<file path="config.mk">
export PLATFORM = sky130hd
export DESIGN_NAME = raid_rebuild_ctrl
export DESIGN_NICKNAME = d
export VERILOG_FILES = /design/src/rtl/raid_pkg.sv /design/src/rtl/raid_fail_decode.sv /design/src/rtl/raid_rebuild_ctrl.sv
export SDC_FILE = /design/constraint.sdc
export NUM_CORES = 1
export LEC_CHECK = 0
export CAP_MARGIN = 20
export CORE_AREA = 4 4 84 78
export DETAILED_ROUTE_END_ITERATION = 6
export DIE_AREA = 0 0 88 82
export MAX_ROUTING_LAYER = met4
export PLACE_DENSITY = 0.79
export SYNTH_ARGS = -nofsm -noshare
export SYNTH_HDL_FRONTEND = slang
export SYNTH_SLANG_ARGS = --single-unit
</file>
<file path="constraint.sdc">
create_clock -name clk -period 2.8 [get_ports clk]
set_input_delay 0.56 -clock clk [delete_from_list [all_inputs] [get_ports clk]]
set_output_delay 0.56 -clock clk [all_outputs]
set_load 0.005 [all_outputs]
</file>
<file path="src/rtl/raid_pkg.sv">
// Shared types and constants for the RAID rebuild stage that follows the
// 3-disk rotating-parity memory.
package raid_pkg;

  localparam int DATA_W = 12;

  typedef enum logic [2:0] {
    IDLE,
    ISSUE_RD,
    WAIT_RD,
    ISSUE_WR,
    WAIT_WR,
    DONE,
    ERROR
  } rebuild_state_t;

  // Surviving-pair select codes understood by the memory read port
  localparam logic [1:0] RD_PAIR_01 = 2'b01;
  localparam logic [1:0] RD_PAIR_02 = 2'b10;
  localparam logic [1:0] RD_PAIR_12 = 2'b11;

  localparam logic [1:0] ERR_NONE = 2'b00;
  localparam logic [1:0] ERR_STAT = 2'b01;
  localparam logic [1:0] ERR_TMO  = 2'b10;

endpackage

</file>
<file path="src/rtl/raid_fail_decode.sv">
// Maps the memory's disk status word to the surviving read pair and the
// one-hot write enable of the failed disk; flags any status without exactly one 0.
module raid_fail_decode (
  input  logic [2:0] disk_stat,
  output logic       legal,
  output logic [1:0] en_rd_mem,
  output logic [2:0] en_wr_mem
);
  import raid_pkg::*;

  // NOTE: every output gets a default before the case so no path leaves one
  // unassigned; an unassigned path in always_comb infers a latch.
  always_comb begin
    legal     = 1'b0;
    en_rd_mem = 2'b00;
    en_wr_mem = 3'b000;
    unique case (disk_stat)
      3'b110: begin legal = 1'b1; en_rd_mem = RD_PAIR_12; en_wr_mem = 3'b001; end
      3'b101: begin legal = 1'b1; en_rd_mem = RD_PAIR_02; en_wr_mem = 3'b010; end
      3'b011: begin legal = 1'b1; en_rd_mem = RD_PAIR_01; en_wr_mem = 3'b100; end
      default: ;
    endcase
  end

endmodule

</file>
<file path="src/rtl/raid_rebuild_ctrl.sv">
// Rebuilds a zeroed failed disk: reads the surviving pair at each address,
// XORs the two words and writes the result back to the failed disk.
module raid_rebuild_ctrl #(
  parameter int SIZE    = 4,
  parameter int DATA_W  = raid_pkg::DATA_W,
  parameter int TIMEOUT = 16
) (
  input  logic              clk,
  input  logic              reset,
  input  logic              zero_done,
  input  logic [2:0]        disk_stat_in,
  input  logic [DATA_W-1:0] rd_data_A,
  input  logic [DATA_W-1:0] rd_data_B,
  input  logic [7:0]        mem_addr_in,
  input  logic              mem_rd_ack,
  input  logic              mem_wr_ack,
  output logic              rd_valid,
  output logic [1:0]        en_rd_mem,
  output logic [7:0]        add,
  output logic              wr_valid,
  output logic [2:0]        en_wr_mem,
  output logic [7:0]        address,
  output logic [DATA_W-1:0] wr_disk0,
  output logic [DATA_W-1:0] wr_disk1,
  output logic [DATA_W-1:0] wr_disk2,
  output logic              rebuild_busy,
  output logic              rebuild_done,
  output logic [1:0]        rebuild_err
);
  import raid_pkg::*;

  localparam int IDX_W = (SIZE > 1) ? $clog2(SIZE) : 1;
  localparam int TMR_W = $clog2(TIMEOUT + 1);

  rebuild_state_t    state_q, state_d;
  logic              zd_q;
  logic [IDX_W-1:0]  idx_q, idx_d;
  logic [TMR_W-1:0]  timer_q, timer_d;
  logic [1:0]        rd_sel_q, rd_sel_d;
  logic [2:0]        wr_sel_q, wr_sel_d;
  logic [DATA_W-1:0] word_q, word_d;
  logic              rd_valid_q, rd_valid_d;
  logic [1:0]        en_rd_q, en_rd_d;
  logic [7:0]        add_q, add_d;
  logic              wr_valid_q, wr_valid_d;
  logic [2:0]        en_wr_q, en_wr_d;
  logic [7:0]        address_q, address_d;
  logic              busy_q, busy_d;
  logic              done_q, done_d;
  logic [1:0]        err_q, err_d;

  logic       stat_legal;
  logic [1:0] dec_rd;
  logic [2:0] dec_wr;
  logic       start, rd_match, wr_match, last_idx, timed_out;

  raid_fail_decode u_fail_decode (
    .disk_stat (disk_stat_in),
    .legal     (stat_legal),
    .en_rd_mem (dec_rd),
    .en_wr_mem (dec_wr)
  );

  assign start     = zero_done & ~zd_q;
  // Acks for any address other than the one in flight are stale and ignored
  assign rd_match  = mem_rd_ack && (mem_addr_in == 8'(idx_q));
  assign wr_match  = mem_wr_ack && (mem_addr_in == 8'(idx_q));
  assign last_idx  = (idx_q == IDX_W'(SIZE - 1));
  assign timed_out = (timer_q == TMR_W'(TIMEOUT - 1));

  always_comb begin
    state_d  = state_q;
    idx_d    = idx_q;
    timer_d  = timer_q;
    rd_sel_d = rd_sel_q;
    wr_sel_d = wr_sel_q;
    word_d   = word_q;
    err_d    = err_q;

    case (state_q)
      IDLE, ERROR: begin
        if (start) begin
          idx_d = '0;
          if (stat_legal) begin
            err_d    = ERR_NONE;
            rd_sel_d = dec_rd;
            wr_sel_d = dec_wr;
            state_d  = ISSUE_RD;
          end else begin
            err_d   = ERR_STAT;
            state_d = ERROR;
          end
        end
      end
      ISSUE_RD: begin
        timer_d = '0;
        state_d = WAIT_RD;
      end
      WAIT_RD: begin
        if (rd_match) begin
          word_d  = rd_data_A ^ rd_data_B;
          state_d = ISSUE_WR;
        end else if (timed_out) begin
          err_d   = ERR_TMO;
          state_d = ERROR;
        end else begin
          timer_d = timer_q + 1'b1;
        end
      end
      ISSUE_WR: begin
        timer_d = '0;
        state_d = WAIT_WR;
      end
      WAIT_WR: begin
        if (wr_match) begin
          if (last_idx) begin
            idx_d   = '0;
            state_d = DONE;
          end else begin
            idx_d   = idx_q + 1'b1;
            state_d = ISSUE_RD;
          end
        end else if (timed_out) begin
          err_d   = ERR_TMO;
          state_d = ERROR;
        end else begin
          timer_d = timer_q + 1'b1;
        end
      end
      DONE:    state_d = IDLE;
      default: state_d = IDLE;
    endcase

    // Outputs are decoded from the next state so they are registered and glitch-free
    rd_valid_d = (state_d == ISSUE_RD);
    en_rd_d    = (state_d == ISSUE_RD) ? rd_sel_d : 2'b00;
    add_d      = (state_d == ISSUE_RD) ? 8'(idx_d) : add_q;
    wr_valid_d = (state_d == ISSUE_WR);
    en_wr_d    = (state_d == ISSUE_WR) ? wr_sel_d : 3'b000;
    address_d  = (state_d == ISSUE_WR) ? 8'(idx_d) : address_q;
    busy_d     = (state_d == ISSUE_RD) || (state_d == WAIT_RD) ||
                 (state_d == ISSUE_WR) || (state_d == WAIT_WR);
    done_d     = (state_d == DONE);
  end

  // NOTE: state flops use non-blocking assignments so every flop samples the
  // pre-edge values; blocking here would create order-dependent simulation.
  always_ff @(posedge clk or posedge reset) begin
    if (reset) begin
      state_q    <= IDLE;
      zd_q       <= 1'b0;
      idx_q      <= '0;
      timer_q    <= '0;
      rd_sel_q   <= 2'b00;
      wr_sel_q   <= 3'b000;
      word_q     <= '0;
      rd_valid_q <= 1'b0;
      en_rd_q    <= 2'b00;
      add_q      <= 8'h00;
      wr_valid_q <= 1'b0;
      en_wr_q    <= 3'b000;
      address_q  <= 8'h00;
      busy_q     <= 1'b0;
      done_q     <= 1'b0;
      err_q      <= ERR_NONE;
    end else begin
      state_q    <= state_d;
      zd_q       <= zero_done;
      idx_q      <= idx_d;
      timer_q    <= timer_d;
      rd_sel_q   <= rd_sel_d;
      wr_sel_q   <= wr_sel_d;
      word_q     <= word_d;
      rd_valid_q <= rd_valid_d;
      en_rd_q    <= en_rd_d;
      add_q      <= add_d;
      wr_valid_q <= wr_valid_d;
      en_wr_q    <= en_wr_d;
      address_q  <= address_d;
      busy_q     <= busy_d;
      done_q     <= done_d;
      err_q      <= err_d;
    end
  end

  assign rd_valid     = rd_valid_q;
  assign en_rd_mem    = en_rd_q;
  assign add          = add_q;
  assign wr_valid     = wr_valid_q;
  assign en_wr_mem    = en_wr_q;
  assign address      = address_q;
  assign wr_disk0     = word_q;
  assign wr_disk1     = word_q;
  assign wr_disk2     = word_q;
  assign rebuild_busy = busy_q;
  assign rebuild_done = done_q;
  assign rebuild_err  = err_q;

endmodule

</file>
After elaboration in Yosys (flattened, before gate mapping):

Cells that the tools add are included.

* flip-flop bits (word level): 43
* output and inout bits: 63
* logic and storage cells: 86

* add/sub/neg operators: 2
* equal/unequal tests: 19
* multiplexer cells: 32
* bitwise operators: 3
* reductions and logical operators: 14

Operators with widths (count)
* $mux 3: 10
* $mux 2: 11
* $eq 3x3->1 const B: 6
* $eq 3x2->1 const B: 5
* $mux 5: 3
* $pmux 3 s5: 1
* $pmux 5 s3: 1
* $pmux 2 s3: 2
* $xor 12x12->12: 1
* $pmux 3 s3: 1
* $eq 8x2->1: 1
* $eq 3x1->1 const B: 2
* $ne 2x2->1 const B: 3
* $reduce_bool 3->1: 2
* $add 5x1->5 const B: 1
* $eq 5x4->1 const B: 1
* $pmux 2 s2: 1
* $reduce_and 4->1: 1
* $reduce_or 2->1: 2
* $logic_not 3->1: 1
* $logic_or 1x1->1: 3
* $reduce_and 3->1: 1
* $reduce_or 3->1: 1
* $add 2x1->2 const B: 1
* other kinds (6): 8

Longest topological paths before layout:

Gate-level depths: netlist of run 1.

* word-level depth: 10
* depth in mapped cells: 10

Modules after synthesis:

From an unflattened synthesis of run 1, not the netlist that was laid out.

* cells, all modules: 242
* area, all modules: 2437.3 µm²

By module, submodules not included
* raid_rebuild_ctrl: times used 1, cells an instance 233, area an instance 2362.3 µm²
* raid_fail_decode: times used 1, cells an instance 9, area an instance 75.1 µm²

Worst setup path after synthesis of run 1:

No wires, ideal clock.

* kind: register to register
* from: register timer_q[0]
* to: register add_q[1], in the netlist add[1]
* arrival: 2.333 ns
* data required time: 2.675 ns
* setup slack: 0.342 ns
* cell stages (with the launch flop): 11
* buffers on the path: 1
* clock period less this slack: 2.458 ns
* cell sequence: dfrtp_1 > ha_1 > and3_1 > ha_1 > nor2b_1 > o21ai_0 > o21ai_0 > or4_1 > buf_2 > nor3_4 > mux2_4

* word-level cells in the longest chain between the ends: 5

Ends and longest elaborated chain
* start, declared: RTL line raid_rebuild_ctrl.sv:38 `logic [TMR_W-1:0] timer_q, timer_d;`
* start signal, assigned: RTL line raid_rebuild_ctrl.sv:170 `timer_q <= timer_d;`
* $eq 5x4->1 (*): RTL line raid_rebuild_ctrl.sv:69 `assign timed_out = (timer_q == TMR_W'(TIMEOUT - 1));`
* $mux 3 (*): RTL line raid_rebuild_ctrl.sv:103, raid_rebuild_ctrl.sv:123
* $mux 3, on equally long branches: RTL line raid_rebuild_ctrl.sv:115, raid_rebuild_ctrl.sv:100
* $pmux 3 s5 (*): RTL line raid_rebuild_ctrl.sv:80 `case (state_q)`
* via state_d[2]: RTL line raid_rebuild_ctrl.sv:35 `rebuild_state_t state_q, state_d;`
* $eq 3x1->1 (*)
* via rd_valid_d: RTL line raid_rebuild_ctrl.sv:42 `logic rd_valid_q, rd_valid_d;`
* end signal, assigned: RTL line raid_rebuild_ctrl.sv:159 `add_q <= 8'h00;`
* end signal, assigned: RTL line raid_rebuild_ctrl.sv:176 `add_q <= add_d;`
* end, declared: RTL line raid_rebuild_ctrl.sv:44 `logic [7:0] add_q, add_d;`

The timed path passes the listed nets; every way through them passes the cells marked *.
A chain may end at the register's enable or synchronous reset.

Worst setup path in the final report of run 1:

* from: register timer_q[0]
* to: register add_q[1], in the netlist add[1]

* word-level cells in the longest chain between the ends: 5

Ends and longest elaborated chain (RTL line)
* $eq 5x4->1 (*): raid_rebuild_ctrl.sv:69
* $mux 3 (*): raid_rebuild_ctrl.sv:103, raid_rebuild_ctrl.sv:123
* $mux 3, on equally long branches: raid_rebuild_ctrl.sv:115, raid_rebuild_ctrl.sv:100
* $pmux 3 s5 (*): raid_rebuild_ctrl.sv:80
* $eq 3x1->1 (*)
* via rd_valid_d: raid_rebuild_ctrl.sv:42

Marks and branches as above.

==> key figures, run 1 <==
Outcome
  – Outcome: finished, final reports clean

Clock network
  – Post-cts sizing count: 0
  – Maximum root-to-sink buffer count: 2
  – H-tree depth: 2
  – CTS root buf: clkbuf_8
  – CTS sink count: 43
  – Post CTS Setup Buffer Count: 0
  – Clk_lat worst skew: approximately 290 ps
  – Hold-fix buffers, CTS: 0
  – CTS buffer count: 5
  – Reg clk slew, reported paths: 80 ps
  – CTS tree: built

Hold path
  – Class of the worst hold path: reg -> reg

Floorplan
  – Initial core utilization: between 40% and 50%
  – Row count: 26
  – Total core area: 5630 µm²
  – Die area: 7220 µm²
  – I/O pin cnt: between 100 and 150
  – Die Width: between 80 and 90 µm
  – Die H: 82 µm

Timing
  – Final Skew: around 5.6 ps
  – Final slew viol count: 0
  – Final min period: 2580 ps
  – Fmax: between 300 and 400 MHz
  – Hold slack: roughly 490 ps
  – Setup violators final: 0
  – Count of final hold-check violations: 0
  – Post-route setup TNS: 0 ps
  – RSZ-0062 raised after global routing: no
  – Worst slew pin tran: between 500 and 600 ps
  – Slew HR: a little over three fifths
  – Final Cycle Share: 92.0%

Layout
  – Layout area overhead: 37.0%
  – Share of cells above drive strength 1: 7.28%
  – Most frequent cells in the layout: clkdlybuf4s50_1, dfrtp_1, o21ai_0, nand2_1, xnor2_1
  – Post-Layout Cell Count: between 300 and 400
  – Total inserted antenna cells: 0
  – Fin nets: 358
  – Final Instance Area: 3200 µm²
  – Most common cell after layout, fill and taps aside: clkdlybuf4s50_1

Routing
  – Routed len/inst: roughly 14 µm
  – DRC: 0
  – Pre-antenna DRT Iters: 4
  – Final ANT Viol Nets: 0
  – DR vias: approximately 1900
  – Post-DR vias/cell: 4.88
  – Total routed wirelength: ~5.4 mm
  – 1st-iter DRT viols: 76

Placed design
  – Placed cell count: ~380
  – Number of port buffers: 90
  – Gpl congestion: just under 0.8
  – Hpwl dp: ~4.3 mm
  – Placement Cell Area: between 3000 and 4000 µm²

Critical path
  – Startpoint Class: flip-flop
  – Critical Path, Cell by Cell: ha_1 > and3_1 > ha_1 > nor2b_1 > o21ai_0 > o21ai_0 > or4_1 > nor3_4 > mux2_4
  – CP Data Required Time: approximately 3000 ps
  – Crit Path Max Fanout: 6
  – WP buf/inv: 0
  – Crit path max-delay family: simple AND/OR/NAND/NOR gates
  – Arr. time, crit path: 2750 ps
  – WS Path Type: reg -> reg
  – Critical Path Sink Type: flip-flop
  – CP max-delay cell: or4_1
  – CP max stage delay: roughly 570 ps

Synth
  – Synth Area in Compound Gates: around 12%
  – Cell Area, Synth: 2330 µm²
  – Yosys cell types: 41
  – Xor and xnor area share after synthesis: under 10%
  – Syn Area/Cell: about 9.6 µm²
  – Combinational family with the most area after synthesis: simple AND/OR/NAND/NOR gates
  – Synth top area cells: dfrtp_1, buf_4, xnor2_1
  – Yosys top cell by area: dfrtp_1
  – Post-synthesis simple-gate area fraction: 15.9%
  – Mux contribution to synthesized area: between 2 and 3%
  – #FFs+latches synth: 43
  – Gate Count Post-Synth: 244
  – Post-Synth Adder-Cell Area: approximately 1.6%
  – Share of the synthesized area in the top cell type: a little under half
  – Synth warnings: 0
  – Sequential share of the synthesized area: a little under half

Global routing
  – Largest net degree at the start of global routing: 31
  – Initial antenna violation count: 0
  – Grt ovf: 0
  – First-pass GRT wire length: 8.28 mm
  – Vias in the first global route: between 1500 and 2000
  – GR Util All Layers: approximately 15%

Job
  – Max cap viols: 0

Power
  – P per Cell Area: 545 nW/µm²
  – Peak supply drop: approximately 0.35 mV
  – LEAKAGE: ~1.3 nW
==> report_power, final <==
part | leakage (nW) | total, W | switching (W) | internal (W)
Combinational | 0.746 | 0.000566 | 0.000283 | 0.000283
Sequential | 0.555 | 0.000798 | 0.0000801 | 0.000718
Clock | 0.0412 | 0.000379 | 0.000205 | 0.000174
Total | 1.34 | 0.00174 | 0.000568 | 0.00118
==> stage by stage <==
stage / worst slack (ps) / total power (W) / utilization [%]
CTS: 236 / 0.00176 / 56.8
finish: 223 / 0.00174 / 56.8
global route: 106 / 0.00188 / 56.8
detailed placement: 31.5 / 0.00138 / 55.3
global placement: 22.9 / 0.00135 / 55.3
floorplan: 342 / 0.00118 / -
==> logic make-up (layout without fill, tap and decap cells) <==
group,count (synthesis),after routing
other,1,12
buffers and inverters,55,116
adder cells (fa/ha/maj),3,3
AND/OR/NAND/NOR,72,72
AO/OA/AOI/OAI,49,49
flip-flops,43,43
multiplexers,4,4
XOR/XNOR,17,17
==> registers in the layout (all words and copies together) (netlist names) <==
| signal | cells |
|---|---|
| state_q | 3 |
| timer_q | 5 |
| zd_q | 1 |
| rd_sel_q | 2 |
| address | 2 |
| wr_sel_q | 3 |
| idx_q | 2 |
| add | 2 |
| en_wr_mem | 3 |
| rebuild_err | 2 |
| rebuild_busy | 1 |
| wr_valid | 1 |
| rebuild_done | 1 |
| rd_valid | 1 |
| wr_disk0 | 12 |
| en_rd_mem | 2 |
==> area by class of cell <==
class                           count  area (µm²)
Fill cell                         489        2430
Sequential cell                    43        1080
Timing Repair Buffer              100         976
Multi-Input combinational cell    157         943
Tap cell                           70        87.6
Clock buffer                        6        72.6
Inverter                            8        30.0
Clock inverter                      2        12.5
==> Yosys cell counts, drive strengths merged <==
cell	count
dfrtp	43
buf	42
o21ai	27
nand2	23
xnor2	16
nor2	11
inv	8
nor3	8
a21oi	7
nor2b	7
clkbuf	5
nand3	5
o211ai	4
a31oi	3
and2	3
ha	3
mux2	3
nand2b	3
a22oi	2
nand4b	2
or3	2
or4	2
a211oi	1
a21o	1
a31o	1
a32oi	1
and3	1
and4	1
conb	1
mux2i	1
nand4	1
nor3b	1
nor4	1
o22ai	1
o31ai	1
or2	1
xor2	1
==> routing by layer <==
| layer | track usage (%) | up-vias | share of wire (%) |
|---|---|---|---|
| met1 | 18.6 | 901 | 41 |
| met4 | 4.60 | 0 | 0.98 |
| met2 | 25.3 | 65 | 52 |
| met3 | 3.51 | 4 | 6.4 |
| li1 | - | 914 | - |
| met5 | - | - | 0 |
==> tightest hold or removal path: stages, from the launching register on <==
cell     delay [ps]
dfrtp_1         350
nand2_1          50
o31ai_1          50
==> path summary, 6_finish.rpt <==
| check | slack (ps) | startpoint | endpoint | cells past startpoint |
|---|---|---|---|---|
| max | 220 | timer_q[0]$_DFFE_PP0P_ | add[1]$_DFFE_PP0P_ | 9 |
| min | 490 | timer_q[4]$_DFFE_PP0P_ | timer_q[4]$_DFFE_PP0P_ | 2 |
| max reg2reg | 220 | timer_q[0]$_DFFE_PP0P_ | add[1]$_DFFE_PP0P_ | 9 |
| min reg2reg | 490 | timer_q[4]$_DFFE_PP0P_ | timer_q[4]$_DFFE_PP0P_ | 2 |
| max in group asynchronous | 1540 | reset | state_q[1]$_DFF_PP0_ | 3 |
| min in group asynchronous | 550 | reset | en_wr_mem[1]$_DFF_PP0_ | 2 |
(Power assumes the default switching activity.)
==> run 2, diff against run 1 <==
Settings changed: PLACE_DENSITY 0.79 to 0.82.
==> key figures, run 2 (same netlist as run 1, synthesis figures left out) <==
Outcome
  – Outcome: finished, final reports clean

Floorplan
  – Die Width: around 88 µm
  – Total core area: ~5600 µm²
  – Die area: roughly 7200 µm²
  – Row count: 26
  – I/O pin cnt: 103
  – Initial core utilization: 41.5%
  – Die H: 82 µm

Power
  – Clock power frac: approximately 24%
  – Sequential Power Share: ~44%
  – NetSw: 0.000572 W
  – Peak supply drop: approximately 0.33 mV
  – LEAKAGE: about 1.4 nW
  – Sw frac: between 30% and 40%
  – P per Cell Area: 559 nW/µm²
  – Internal power: roughly 0.0012 W
  – Gate power share: between 30% and 40%
  – Total power: about 0.0018 W

Routing
  – Routed len/inst: around 14 µm
  – Final ANT Viol Nets: 0
  – Post-DR vias/cell: 4.85
  – Total routed wirelength: between 5 and 6 mm
  – 1st-iter DRT viols: 77
  – DR vias: 1871
  – Pre-antenna DRT Iters: 5
  – DRC: 0

Hold path
  – Class of the worst hold path: reg -> reg
  – HP Start: timer_q[4]$_DFFE_PP0P_
  – Hold Path Cell Cnt: 2
  – Min-Delay Endpoint: timer_q[4]$_DFFE_PP0P_

Timing
  – Final min period: 2560 ps
  – Final Skew: roughly 5.2 ps
  – Final Cycle Share: between 90% and 100%
  – RSZ-0062 raised after global routing: no
  – Slew HR: approximately two thirds
  – Hold slack: ~490 ps
  – Final slew viol count: 0
  – Fmax: approximately 390 MHz
  – Count of final hold-check violations: 0
  – Setup violators final: 0
  – Worst slew pin tran: 528 ps

Layout
  – Fin nets: between 300 and 400
  – Post-Layout Cell Count: just under 400
  – Largest register FFs: 12
  – Most common cell after layout, fill and taps aside: clkdlybuf4s50_1
  – Most frequent cells in the layout: clkdlybuf4s50_1, dfrtp_1, o21ai_0, nand2_1, xnor2_1
  – Share of cells above drive strength 1: ~7.6%
  – Final Util: 57.2%
  – Total inserted antenna cells: 0
  – Filler instances: between 400 and 500
  – Layout area overhead: 37.8%

Clock network
  – CTS root buf: clkbuf_8
  – CTS tree: built
  – CTS buffer count: 5
  – Post CTS Setup Buffer Count: 0
  – Post-cts sizing count: 0
  – Clk_lat worst skew: roughly 290 ps
  – Reg clk slew, reported paths: around 80 ps
  – H-tree depth: 2
  – Maximum root-to-sink buffer count: 2
  – Hold-fix buffers, CTS: 0
  – CTS sink count: 43

Global routing
  – Vias in the first global route: roughly 1800
  – Initial antenna violation count: 0
  – Largest net degree at the start of global routing: 44
  – GR Util All Layers: between 15 and 20%
  – First-pass GRT wire length: about 8.5 mm
  – Grt ovf: 0

Critical path
  – Crit Path Max Fanout: 6
  – Arr. time, crit path: roughly 2700 ps
  – Reg2reg end: add[1]$_DFFE_PP0P_
  – Reg-to-reg slack, setup: ~240 ps
  – Startpoint Class: flip-flop
  – CP Data Required Time: between 2000 and 3000 ps
  – Critical Path Sink Type: flip-flop
  – FF-to-FF path depth: 9
  – WS Path Type: reg -> reg
  – R2r startpoint: timer_q[0]$_DFFE_PP0P_

Placed design
  – Number of port buffers: 90
  – Gpl congestion: slightly below 0.8
  – Hpwl dp: approximately 4.3 mm
  – Placed cell count: between 300 and 400

Job
  – Max cap viols: 0
-- run 2: area by class of cell --
class | count | area, µm² | share of cell area, %
flip-flops and latches | 43 | 1080 | 33.4
well taps | 70 | 87.6 | 2.72
multi-input cells | 157 | 943 | 29.3
inverters | 8 | 30.0 | 0.933
clock inverters | 1 | 7.51 | 0.233
repair buffers | 100 | 976 | 30.3
clock buffers | 7 | 96.3 | 2.99
-- run 2: stage by stage --
step	TNS [ps]	instance area [µm²]	worst slack [ps]
after detailed placement	-18.3	3110	-18.3
final	0	3220	238
after global placement	0	3110	5.87
after CTS	0	3220	241
after floorplan	0	2380	342
after global routing	0	3220	86.6
-- run 2: how the worst max path moves through the flow --
stage / cells past startpoint / start / to / slack (ps)
final: 9 / timer_q[0]$_DFFE_PP0P_ / add[1]$_DFFE_PP0P_ / 240
after global routing: 9 / timer_q[0]$_DFFE_PP0P_ / add[1]$_DFFE_PP0P_ / 90
after CTS: 9 / timer_q[0]$_DFFE_PP0P_ / add[1]$_DFFE_PP0P_ / 240
after detailed placement: 7 / mem_addr_in[3] / add[1]$_DFFE_PP0P_ / -20
after global placement: 7 / mem_addr_in[3] / add[1]$_DFFE_PP0P_ / 6
after floorplan: 10 / timer_q[0]$_DFFE_PP0P_ / add[1]$_DFFE_PP0P_ / 340
-- run 2: metal layers --
layer,vias up,routed length (µm),track usage (%)
li1,919,-,-
met1,879,2170,18.5
met2,66,2770,25.8
met3,7,398,4.01
met4,0,88,5.52
met5,-,0,-
-- run 2: power groups by stage --
stage / sequential, W / clock, W / combinational [W]
floorplan: 0.000780 / 0 / 0.000397
global placement: 0.000803 / 0 / 0.000544
detailed placement: 0.000809 / 0 / 0.000568
CTS: 0.000799 / 0.000449 / 0.000571
global route: 0.000817 / 0.000481 / 0.000643
finish: 0.000799 / 0.000434 / 0.000565
-- run 2: worst max-delay path, stage by stage, from the launching register on --
cell	delay, ps
dfrtp_1	410
ha_1	210
and3_1	140
ha_1	240
nor2b_1	150
o21ai_0	130
o21ai_0	110
or4_1	550
nor3_4	180
mux2_4	310
